`config.mk`:
```
export PLATFORM = sky130hd
export DESIGN_NAME = pattern_stream_decoder
export DESIGN_NICKNAME = d
export VERILOG_FILES = /design/src/rtl/pattern_decoder_pkg.sv /design/src/rtl/pattern_rob.sv /design/src/rtl/pattern_stream_decoder.sv
export SDC_FILE = /design/constraint.sdc
export NUM_CORES = 1
export LEC_CHECK = 0
export ABC_AREA = 1
export BUFFER_PORTS_ARGS = -buffer_cell sky130_fd_sc_hd__buf_4
export CAP_MARGIN = 10
export CORE_MARGIN = 2
export CORE_UTILIZATION = 61
export CTS_BUF_LIST = sky130_fd_sc_hd__clkbuf_4 sky130_fd_sc_hd__clkbuf_8
export DETAILED_ROUTE_END_ITERATION = 7
export GPL_ROUTABILITY_DRIVEN = 1
export GPL_TIMING_DRIVEN = 0
export PLACE_DENSITY = 0.94
export SYNTH_ARGS = -nofsm -noshare
export SYNTH_HDL_FRONTEND = slang
export SYNTH_SLANG_ARGS = --single-unit
export TNS_END_PERCENT = 50
```
`constraint.sdc`:
```
create_clock -name clk -period 14.42 [get_ports clk]
set_clock_uncertainty 0.1 [all_clocks]
set_input_delay 2.884 -clock clk [delete_from_list [all_inputs] [get_ports clk]]
set_output_delay 2.884 -clock clk [all_outputs]
set_load 0.02 [all_outputs]
```
`src/rtl/pattern_decoder_pkg.sv`:
```
// Shared FSM encoding and pattern-word field positions for the pattern stream decoder.
package pattern_decoder_pkg;

  typedef enum logic [1:0] {
    ST_IDLE   = 2'd0,
    ST_RUN    = 2'd1,
    ST_DRAIN  = 2'd2,
    ST_FINISH = 2'd3
  } state_e;

  function automatic int last_bit(input int data_width);
    return data_width - 1;
  endfunction

  function automatic int newrow_bit(input int data_width);
    return data_width - 2;
  endfunction

endpackage

```
`src/rtl/pattern_rob.sv`:
```
// Tag-indexed reorder buffer: tags are allocated cyclically at the tail, responses land
// in their slot in any order, and words leave strictly in allocation order from the head.
module pattern_rob #(
  parameter int TAG_WIDTH  = 2,
  parameter int DATA_WIDTH = 64
) (
  input  logic                  clk,
  input  logic                  rst,
  input  logic                  flush_i,
  input  logic                  alloc_i,
  input  logic                  push_i,
  input  logic [TAG_WIDTH-1:0]  push_tag_i,
  input  logic [DATA_WIDTH-1:0] push_data_i,
  input  logic                  pop_i,
  output logic                  push_ok_o,
  output logic                  free_o,
  output logic [TAG_WIDTH-1:0]  free_tag_o,
  output logic                  head_valid_o,
  output logic [DATA_WIDTH-1:0] head_data_o
);

  localparam int DEPTH = 2 ** TAG_WIDTH;
  localparam int PTR_W = TAG_WIDTH + 1;

  logic [DEPTH-1:0]      valid_q, valid_d;
  logic [PTR_W-1:0]      head_q, head_d, tail_q, tail_d;
  logic [PTR_W-1:0]      occupancy;
  logic [TAG_WIDTH-1:0]  head_tag;
  logic [DATA_WIDTH-1:0] slot_q [DEPTH];

  // A slot stays allocated from issue until decode, so the extra pointer bit marks "all in use".
  assign head_tag     = head_q[TAG_WIDTH-1:0];
  assign occupancy    = tail_q - head_q;
  assign free_o       = ~occupancy[TAG_WIDTH];
  assign free_tag_o   = tail_q[TAG_WIDTH-1:0];
  assign head_valid_o = valid_q[head_tag];
  assign head_data_o  = slot_q[head_tag];
  assign push_ok_o    = push_i && !flush_i && !valid_q[push_tag_i];

  always_comb begin
    // NOTE: every signal driven here gets a default first, so no latch can be inferred.
    valid_d = valid_q;
    head_d  = head_q;
    tail_d  = tail_q;
    if (flush_i) begin
      valid_d = '0;
      head_d  = '0;
      tail_d  = '0;
    end else begin
      if (alloc_i) tail_d = tail_q + PTR_W'(1);
      if (pop_i) begin
        valid_d[head_tag] = 1'b0;
        head_d            = head_q + PTR_W'(1);
      end
      if (push_ok_o) valid_d[push_tag_i] = 1'b1;
    end
  end

  // NOTE: state registers use non-blocking assignments so all flops update together at the edge.
  always_ff @(posedge clk or posedge rst) begin
    if (rst) begin
      valid_q <= '0;
      head_q  <= '0;
      tail_q  <= '0;
    end else begin
      valid_q <= valid_d;
      head_q  <= head_d;
      tail_q  <= tail_d;
    end
  end

  // NOTE: the payload array is not reset; its valid bit gates every use of a slot's data.
  always_ff @(posedge clk) begin
    if (push_ok_o) slot_q[push_tag_i] <= push_data_i;
  end

endmodule

```
`src/rtl/pattern_stream_decoder.sv`:
```
// Fetches a stream of pattern words with out-of-order tagged reads and decodes them,
// in issue order, into (row, col) index entries.
module pattern_stream_decoder
  import pattern_decoder_pkg::*;
#(
  parameter int INDEX_WIDTH = 32,
  parameter int ADDR_WIDTH  = 48,
  parameter int DATA_WIDTH  = 64,
  parameter int TAG_WIDTH   = 2,
  parameter int COUNT_WIDTH = 32
) (
  input  logic                   clk,
  input  logic                   rst,
  input  logic                   start,
  input  logic [ADDR_WIDTH-1:0]  start_addr,
  input  logic [COUNT_WIDTH-1:0] start_count,
  output logic                   req,
  output logic [TAG_WIDTH-1:0]   req_tag,
  output logic [ADDR_WIDTH-1:0]  req_addr,
  input  logic                   req_stall,
  input  logic                   push,
  input  logic [TAG_WIDTH-1:0]   push_tag,
  input  logic [DATA_WIDTH-1:0]  data,
  output logic                   index_push,
  input  logic                   index_stall,
  output logic [INDEX_WIDTH-1:0] row,
  output logic [INDEX_WIDTH-1:0] col,
  output logic                   busy,
  output logic                   done
);

  localparam int                    LAST_BIT   = last_bit(DATA_WIDTH);
  localparam int                    NEWROW_BIT = newrow_bit(DATA_WIDTH);
  localparam int                    OUT_W      = TAG_WIDTH + 1;
  localparam logic [ADDR_WIDTH-1:0] WORD_BYTES = ADDR_WIDTH'(DATA_WIDTH / 8);

  state_e                 state_q, state_d;
  logic [ADDR_WIDTH-1:0]  addr_q, addr_d;
  logic [COUNT_WIDTH-1:0] count_q, count_d, issued_q, issued_d, decoded_q, decoded_d;
  logic [OUT_W-1:0]       outstanding_q, outstanding_d;
  logic [INDEX_WIDTH-1:0] acc_row_q, acc_row_d, acc_col_q, acc_col_d;
  logic [INDEX_WIDTH-1:0] row_q, row_d, col_q, col_d;
  logic                   pend_q, pend_d;

  logic                   in_run, free, head_valid, push_ok, consume, final_word, issue;
  logic                   word_unused;
  logic [TAG_WIDTH-1:0]   free_tag;
  logic [DATA_WIDTH-1:0]  head_word;
  logic [INDEX_WIDTH-1:0] delta, next_row, next_col;

  pattern_rob #(
    .TAG_WIDTH  (TAG_WIDTH),
    .DATA_WIDTH (DATA_WIDTH)
  ) u_rob (
    .clk          (clk),
    .rst          (rst),
    .flush_i      (!in_run),
    .alloc_i      (issue),
    .push_i       (push && in_run),
    .push_tag_i   (push_tag),
    .push_data_i  (data),
    .pop_i        (consume),
    .push_ok_o    (push_ok),
    .free_o       (free),
    .free_tag_o   (free_tag),
    .head_valid_o (head_valid),
    .head_data_o  (head_word)
  );

  assign in_run      = (state_q == ST_RUN);
  assign word_unused = ^head_word;
  assign delta       = head_word[INDEX_WIDTH-1:0];
  assign consume     = in_run && head_valid && !index_stall;
  assign final_word  = head_word[LAST_BIT] || (decoded_q + COUNT_WIDTH'(1) == count_q);
  assign next_row    = head_word[NEWROW_BIT] ? acc_row_q + INDEX_WIDTH'(1) : acc_row_q;
  assign next_col    = head_word[NEWROW_BIT] ? delta : acc_col_q + delta;

  // The terminal decode also blocks issue, so nothing is requested once the job is known to end.
  assign issue      = in_run && free && (issued_q < count_q) && !req_stall
                      && !(consume && final_word);
  assign req        = issue;
  assign req_tag    = free_tag;
  assign req_addr   = addr_q;
  assign index_push = pend_q && !index_stall;
  assign row        = row_q;
  assign col        = col_q;

  always_comb begin
    state_d       = state_q;
    addr_d        = addr_q;
    count_d       = count_q;
    issued_d      = issued_q;
    decoded_d     = decoded_q;
    outstanding_d = outstanding_q;
    acc_row_d     = acc_row_q;
    acc_col_d     = acc_col_q;
    row_d         = row_q;
    col_d         = col_q;
    pend_d        = pend_q && !index_push;
    busy          = 1'b0;
    done          = 1'b0;
    unique case (state_q)
      ST_IDLE: begin
        if (start) begin
          addr_d        = start_addr;
          count_d       = start_count;
          issued_d      = '0;
          decoded_d     = '0;
          outstanding_d = '0;
          acc_row_d     = '0;
          acc_col_d     = '0;
          state_d       = (start_count == '0) ? ST_FINISH : ST_RUN;
        end
      end
      ST_RUN: begin
        busy          = 1'b1;
        outstanding_d = outstanding_q + OUT_W'(issue) - OUT_W'(push_ok);
        if (issue) begin
          addr_d   = addr_q + WORD_BYTES;
          issued_d = issued_q + COUNT_WIDTH'(1);
        end
        if (consume) begin
          acc_row_d = next_row;
          acc_col_d = next_col;
          row_d     = next_row;
          col_d     = next_col;
          pend_d    = 1'b1;
          decoded_d = decoded_q + COUNT_WIDTH'(1);
          if (final_word) state_d = ST_DRAIN;
        end
      end
      ST_DRAIN: begin
        busy = 1'b1;
        if (push && outstanding_q != '0) outstanding_d = outstanding_q - OUT_W'(1);
        // Hold done back until the final entry has actually left the output register.
        if (outstanding_q == '0 && !(pend_q && index_stall)) state_d = ST_FINISH;
      end
      ST_FINISH: begin
        done    = 1'b1;
        state_d = ST_IDLE;
      end
      default: state_d = ST_IDLE;
    endcase
  end

  always_ff @(posedge clk or posedge rst) begin
    if (rst) begin
      state_q       <= ST_IDLE;
      addr_q        <= '0;
      count_q       <= '0;
      issued_q      <= '0;
      decoded_q     <= '0;
      outstanding_q <= '0;
      acc_row_q     <= '0;
      acc_col_q     <= '0;
      row_q         <= '0;
      col_q         <= '0;
      pend_q        <= 1'b0;
    end else begin
      state_q       <= state_d;
      addr_q        <= addr_d;
      count_q       <= count_d;
      issued_q      <= issued_d;
      decoded_q     <= decoded_d;
      outstanding_q <= outstanding_d;
      acc_row_q     <= acc_row_d;
      acc_col_q     <= acc_col_d;
      row_q         <= row_d;
      col_q         <= col_d;
      pend_q        <= pend_d;
    end
  end

endmodule
```
==> results.md, run 1 <==
* Status: finished clean
* Post-layout minimum cycle time at 7652 ps
* Async SR Flop Fraction at 67.92%
* R2r setup slk at 8770 ps
* Crit path from: index_stall
* Die width at 201.1 µm
* Min-Delay Path Class: register to register
* Area share of fa/ha/maj cells after synthesis at 4.446%
* Share of post-route cells with drive strength above 1 at 12.22%
* CTS clock-pin slew for the worst setup and hold paths at 60 ps
* Tot Pwr at 4.299 mW
* CP Max Fanout at 10
* Max transition margin at 42.90%
* Total CTS buffers at 70
* Buffers inserted by post-CTS timing repair at 0
* RSZ-0062 raised after global routing: false
* Setup TNS at 0 ps
* Main flop type after synthesis: dfrtp_1
* # H-tree levels at 3
* Initial DRC count at between 2,000 and 3,000
* Post-synth EDFFs at 136
* Compound-Gate Fraction of Synth Area at 10.55%
* WL final at 71,140 µm
* Post-synthesis sequential area ratio at between 40% and 50%
* 1st-pass router iterations at 6
* Largest family of logic cells by synthesized area: simple AND/OR/NAND/NOR gates
* CTS tree: yes
* Via count at between 20,000 and 25,000
* Mapped Nets at 3,180
* Slowest stage delay, CP at between 500 and 600 ps
* Worst-case reg-to-reg path depth at 22
* Final Cycle Share at between 50% and 60%
* Core Area at 38,470 µm²
* Post-CTS sizing at 0
* Largest net degree at the start of global routing at 110
* Height of the chip at 201.1 µm
* XOR/XNOR share of the synthesized area at under 10%
* Hold Startpoint: req_addr[0]
* Row cnt at 72
* Total of max-cap violations at 0
* Fin. Hold Viols at 0
* First-pass GRT wire length at 112,300 µm
* Antenna Nets Post-Route at 0
* Initial antenna violation count at 2
* Crit path buf inv count at 4
* Vias/cell at approximately 5.9
* Gpl congestion at 0.9960
* Leak at 12.76 nW
* I/O Pins at between 200 and 300
* Worst setup EP type: primary output
* Slew @ Worst Pin at 856.5 ps
* Max-slew violations at 0
* Post-Synthesis Cell Area at 23,690 µm²
* Clock root buffer: clkbuf_8
* CP Class: input port to primary output
* #FFs+latches synth at 424
* CTS Hold Bufs at 0
* CP max-delay cell: nand3_1
* # port buffers at 239
* WP data required at 11,440 ps
* Clock Sinks at between 400 and 500
* Count of cell types in the netlist at 52
* Multiplexer area fraction after synthesis at less than 1%
* Die area at 40,440 µm²
* Vias in the first global route at 21,550
* Fin nets at ~3,500
* Post-DP HPWL at between 50,000 and 60,000 µm
* Peak supply drop at about 0.00014 V
* Synth warn at 0
* # setup viols final at 0
* Cells along the critical path: buf_4, nor2_1, nand3_1, inv_1, nand2_2, nand2_4, inv_1, buf_4
* FILL cells at 2,882
* DR WL/cell at 18.56 µm
* Pwr dens at 155.2 nW/µm²
* DRC at 0
* Maximum root-to-sink buffer count at 3
* Post-Synth Simple-Gate Area at a little over a quarter
* Crit path arrival time at 4670 ps
* Overall Global Routing Usage at 34.85%
* Area delta synth->final at 16.90%
* Worst Hold Depth at 2
* Critical Path Start Type: input port
* Syn_area_per_cell at 8.045 µm²
* Kind of cell adding the most delay to the critical path: simple AND/OR/NAND/NOR gates
* Clock Latency Late Sink at 650 ps
* Worst Hold Path EP: req_addr[0]
* R2r endpoint: col[24]
* Synth Instances at 2,945
* Max Clk Rate at between 100 and 150 MHz
* Initial Utilization at 61.60%
* Total grt overflow at 0
* Reg2reg start: u_rob.head_q[0]
-- final cells by class --
class                           count  area (µm²)  share of cell area (%)
Sequential cell                   424       11290                   40.76
Timing Repair Buffer              242        1877                   6.776
Multi-Input combinational cell   2159       10990                   39.67
Clock inverter                     27       217.7                  0.7860
Clock buffer                       99        1250                   4.513
Buffer                            118       499.2                   1.802
Inverter                          244       923.4                   3.334
Antenna cell                        2       5.005                 0.01807
Tap cell                          518       648.1                   2.340
-- layout by cell type (no fill, tap or decap), drive strengths merged, types with 44 or more instances in the layout --
cell	instances
dfrtp	288
nor2	293
clkbuf	194
a21oi	118
edfxtp	136
o21ai	232
ha	81
nand2	845
xor2	77
inv	247
nand3	168
nand4	107
o22ai	64
buf	265
nor3	44
-- sequential cells by signal, indices dropped and copies added, names as in the netlist, 3 cells and up --
name / flops
issued_q: 32
u_rob.tail_q: 3
outstanding_q: 3
decoded_q: 32
req_addr: 48
u_rob.slot_q: 136
count_q: 32
acc_row_q: 32
col: 32
row: 32
acc_col_q: 32
u_rob.head_q: 3
u_rob.valid_q: 4
-- per-layer routing --
metal  global-route usage [%]  vias to the layer above  part of all wire [%]
li1                         -                    10550                     -
met5                        0                        -                     0
met3                    6.883                      254                    10
met2                    54.62                     1427                    45
met4                    16.88                        0                   4.8
met1                    46.79                    10570                    39
-- worst reg2reg max path: cells and delay by family, from the launching register on --
kind	cells	cell delay [ps]
AO/OA/AOI/OAI	7	2160
adder cells (fa/ha/maj)	2	640
buffers and inverters	6	1710
flip-flops	1	380
AND/OR/NAND/NOR	7	610
-- synthesized netlist by cell type, drive strengths merged (2+ instances only) --
| cell type | n | area share (%) |
|---|---|---|
| a221oi | 3 | 0.11 |
| a21o | 2 | 0.063 |
| a32o | 4 | 0.17 |
| fa | 2 | 0.17 |
| o31ai | 6 | 0.19 |
| nor3b | 2 | 0.063 |
| a22o | 3 | 0.11 |
| nor3 | 44 | 0.93 |
| o21a | 4 | 0.13 |
| o22ai | 64 | 1.7 |
| nor4 | 25 | 0.66 |
| inv | 243 | 3.8 |
| a311oi | 2 | 0.074 |
| nand3 | 168 | 3.6 |
| dfrtp | 288 | 30 |
| nand4 | 107 | 2.8 |
| a31oi | 6 | 0.16 |
| ha | 81 | 4.3 |
| and2 | 3 | 0.079 |
| o21bai | 6 | 0.19 |
| a21oi | 118 | 2.5 |
| or2 | 7 | 0.18 |
| xor2 | 77 | 2.8 |
| nand3b | 3 | 0.095 |
| clkbuf | 95 | 1.5 |
| nor2 | 293 | 4.8 |
| mux2i | 16 | 0.68 |
| nand2 | 845 | 13 |
| xnor2 | 25 | 0.92 |
| edfxtp | 136 | 17 |
| buf | 23 | 0.60 |
| o21ai | 232 | 4.9 |
| o221ai | 3 | 0.11 |
-- power by group --
group	leakage, nW	total, mW	switching, mW	internal, mW
logic	6.91	1.56	1.06	0.507
registers	5.07	1.63	0.190	1.44
clock network	0.773	1.11	0.520	0.590
total	12.8	4.30	1.77	2.53
-- worst max path at each step --
stage                   end  slack (ps)  cells after the start
2_1_floorplan  acc_col_q[0]        3490                      1
3_3_place_gp   req_addr[19]         410                      2
3_5_place_dp            req        6820                      8
4_1_cts                 req        6820                      8
5_1_grt                 req        6710                      8
6_report                req        6770                      8
-- logic make-up after synthesis --
group,count (synthesis)
mux,16
simple gates,1498
buf+inv,362
compound gates,458
flops,424
fa+ha+maj,83
xor+xnor,104
-- per-stage QoR --
stage / setup WS, ps / area [µm²] / instances / hold slack [ps] / util, %
2_1_floorplan: 3487 / 23690 / 2945 / 355.3 / -
3_3_place_gp: 412.8 / 26140 / 3702 / 361.2 / 67.95
3_5_place_dp: 6822 / 26230 / 3705 / 362.9 / 68.18
4_1_cts: 6822 / 27690 / 3831 / 378.3 / 71.99
5_1_grt: 6710 / 27690 / 3831 / 407.6 / 71.99
6_report: 6768 / 27700 / 3833 / 378.7 / 72.01
Note: power is estimated with default switching activity, not from simulation.
==> run 2, diff against run 1 <==
==> constraint.sdc (replaced) <==
create_clock -name clk -period 7.7 [get_ports clk]
set_clock_uncertainty 0.1 [all_clocks]
set_input_delay 1.54 -clock clk [delete_from_list [all_inputs] [get_ports clk]]
set_output_delay 1.54 -clock clk [all_outputs]
set_load 0.02 [all_outputs]
==> run 2 against run 1 <==
  * Global-route usage increased by 0.36 points
  * First-iteration DRC count is 13% lower
  * Clock-buffer cell count grew 6
  * Final cell count up 0.16%
  * Routed wire length increased by 0.95%
  * Non-clock buffer count up 5
  * Setup slack got worse by 4800 ps
  * Clock power increased by 100%
  * Sequential power rose by 87%
==> results.md, run 2 (synthesis results as in run 1) <==
* Antenna Nets Post-Route at 0
* Vias/cell at 5.954
* Most common cell after layout, fill and taps aside: nand2_1
* Min-Delay Path Class: register to register
* DRC at 0
* Vias in the first global route at 21,770
* Status: finished clean
* Crit path arrival time at 6240 ps
* Overall Global Routing Usage at 35.21%
* Buffers inserted by post-CTS timing repair at 0
* Post-CTS sizing at 0
* 1st-pass router iterations at 8
* Worst setup EP type: register
* Switching power at 3.310 mW
* # setup viols final at 0
* Fin nets at 3,500
* # H-tree levels at 3
* Via count at 22,860
* Row cnt at 72
* WP data required at 8170 ps
* Leak at 12.86 nW
* Final Instance Area at approximately 28,000 µm²
* DR WL/cell at approximately 19 µm
* Total CTS buffers at 71
* Reg2reg start: u_rob.head_q[0]
* Post-layout minimum cycle time at 5762 ps
* Clock Sinks at between 400 and 500
* Initial antenna violation count at 1
* Flop pwr share at 37.0%
* Hold Startpoint: col[12]
* Layout Utilization at 72.54%
* Switching portion of total power at 40.32%
* Height of the chip at 201.1 µm
* Core Area at between 30,000 and 40,000 µm²
* CP Class: register to register
* Setup ws final at 1938 ps
* First-pass GRT wire length at approximately 110,000 µm
* WL final at 71,820 µm
* Maximum root-to-sink buffer count at 3
* Post-Place Setup Slack at 2441 ps
* Clock Latency Late Sink at 640 ps
* Most frequent cells in the layout: 839 x nand2_1, 288 x dfrtp_1, 284 x nor2_1
* Fin cells at 3,839
* Slew @ Worst Pin at 911.1 ps
* CTS clock-pin slew for the worst setup and hold paths at 60 ps
* Hold_ws at 383.2 ps
* Share of post-route cells with drive strength above 1 at 12.62%
* Internal Dissipation at 4.900 mW
* Gpl congestion at 0.9896
* Max Clk Rate at between 150 and 200 MHz
* Final Cycle Share at between 70% and 80%
* # port buffers at 239
* Area delta synth->final at 17.76%
* Tot Pwr at 8.211 mW
* Post-DP HPWL at between 50,000 and 60,000 µm
* Crit path from: u_rob.head_q[0]
* I/O Pins at 270
* Peak supply drop at 0.0002759 V
* CTS Hold Bufs at 0
* Largest register FFs at about 140
* Setup TNS at 0 ps
* Critical Path Start Type: register
* Post-DP Area at 26,310 µm²
* Clk pwr share at 27.1%
* Placed insts at 3,710
* Die area at 40,440 µm²
* Max transition margin at 39.19%
* CP Max Fanout at 10
* FILL cells at 2,817
* Pwr dens at a little under 300 nW/µm²
* Fin. Hold Viols at 0
* CTS tree: yes
* Max-slew violations at 0
* Initial Utilization at 61.60%
* Combinational Power Share at 35.9%
* Most flop-heavy register: u_rob.slot_q
* RSZ-0062 raised after global routing: false
* Initial DRC count at 2,585
* Total grt overflow at 0
* Largest net degree at the start of global routing at 44
* Total of max-cap violations at 0
* Clock root buffer: clkbuf_8
* Die width at 201.1 µm
## run 2: changes by cell type in the layout (fill, tap and decap cells not counted), sizes merged
| cell | change |
|---|---|
| buf | +5 |
| clkinv | -5 |
| bufinv | +3 |
| inv | -2 |
| clkbuf | +6 |
| diode | -1 |
## run 2: area by class of cell
class                           count  area, µm²  area share [%]
Sequential cell                   424      11290           40.46
Multi-Input combinational cell   2159      10990           39.38
Timing Repair Buffer              247       1962           7.031
Clock buffer                      105       1326           4.753
Inverter                          244      919.6           3.296
Tap cell                          518      648.1           2.323
Buffer                            118      499.2           1.789
Clock inverter                     23      266.5          0.9551
Antenna cell                        1      2.502        0.008968
## run 2: final timing paths
| path | slack (ps) | end | cells after the start |
|---|---|---|---|
| worst max register to register | 1940 | acc_col_q[24] | 22 |
| min in group asynchronous | 860 | row[24] | 2 |
| worst min-delay path | 380 | col[12] | 2 |
| worst max-delay path | 1940 | acc_col_q[24] | 22 |
| worst min register to register | 380 | col[12] | 2 |
| max in group asynchronous | 5480 | req_addr[21] | 5 |
## run 2: power by group through the flow
| stage | Sequential [mW] | Clock, mW | Combinational, mW |
|---|---|---|---|
| finish | 3.04 | 2.23 | 2.95 |
| global route | 3.07 | 2.33 | 3.21 |
| CTS | 3.02 | 2.23 | 2.90 |
| detailed placement | 3.05 | 0 | 2.87 |
| global placement | 3.04 | 0 | 2.77 |
| floorplan | 3.19 | 0 | 1.59 |
## run 2: critical path, stage by stage (launching register included)
cell and delay, ps:
dfrtp_1 390, buf_2 250, clkbuf_1 400, clkbuf_1 420, clkbuf_1 480, nor2_1 120
o22ai_1 390, ha_1 260, inv_1 50, fa_1 400, o21ai_0 560, a21oi_1 230
o21bai_1 430, a21oi_1 190, o21ai_0 370, nand2_1 130, inv_1 80, o21bai_1 60
nand2_1 60, nand2_1 50, nand2_1 100, nand2_1 60, nand2_1 100
## run 2: layer usage
metal  vias up  share of wire (%)  GRT usage [%]
met1     10590                 39          46.86
met5         -                  0              0
met3       271                 11          8.425
met2      1426                 45          54.92
met4         0                4.3          16.24
li1      10570                  -              -
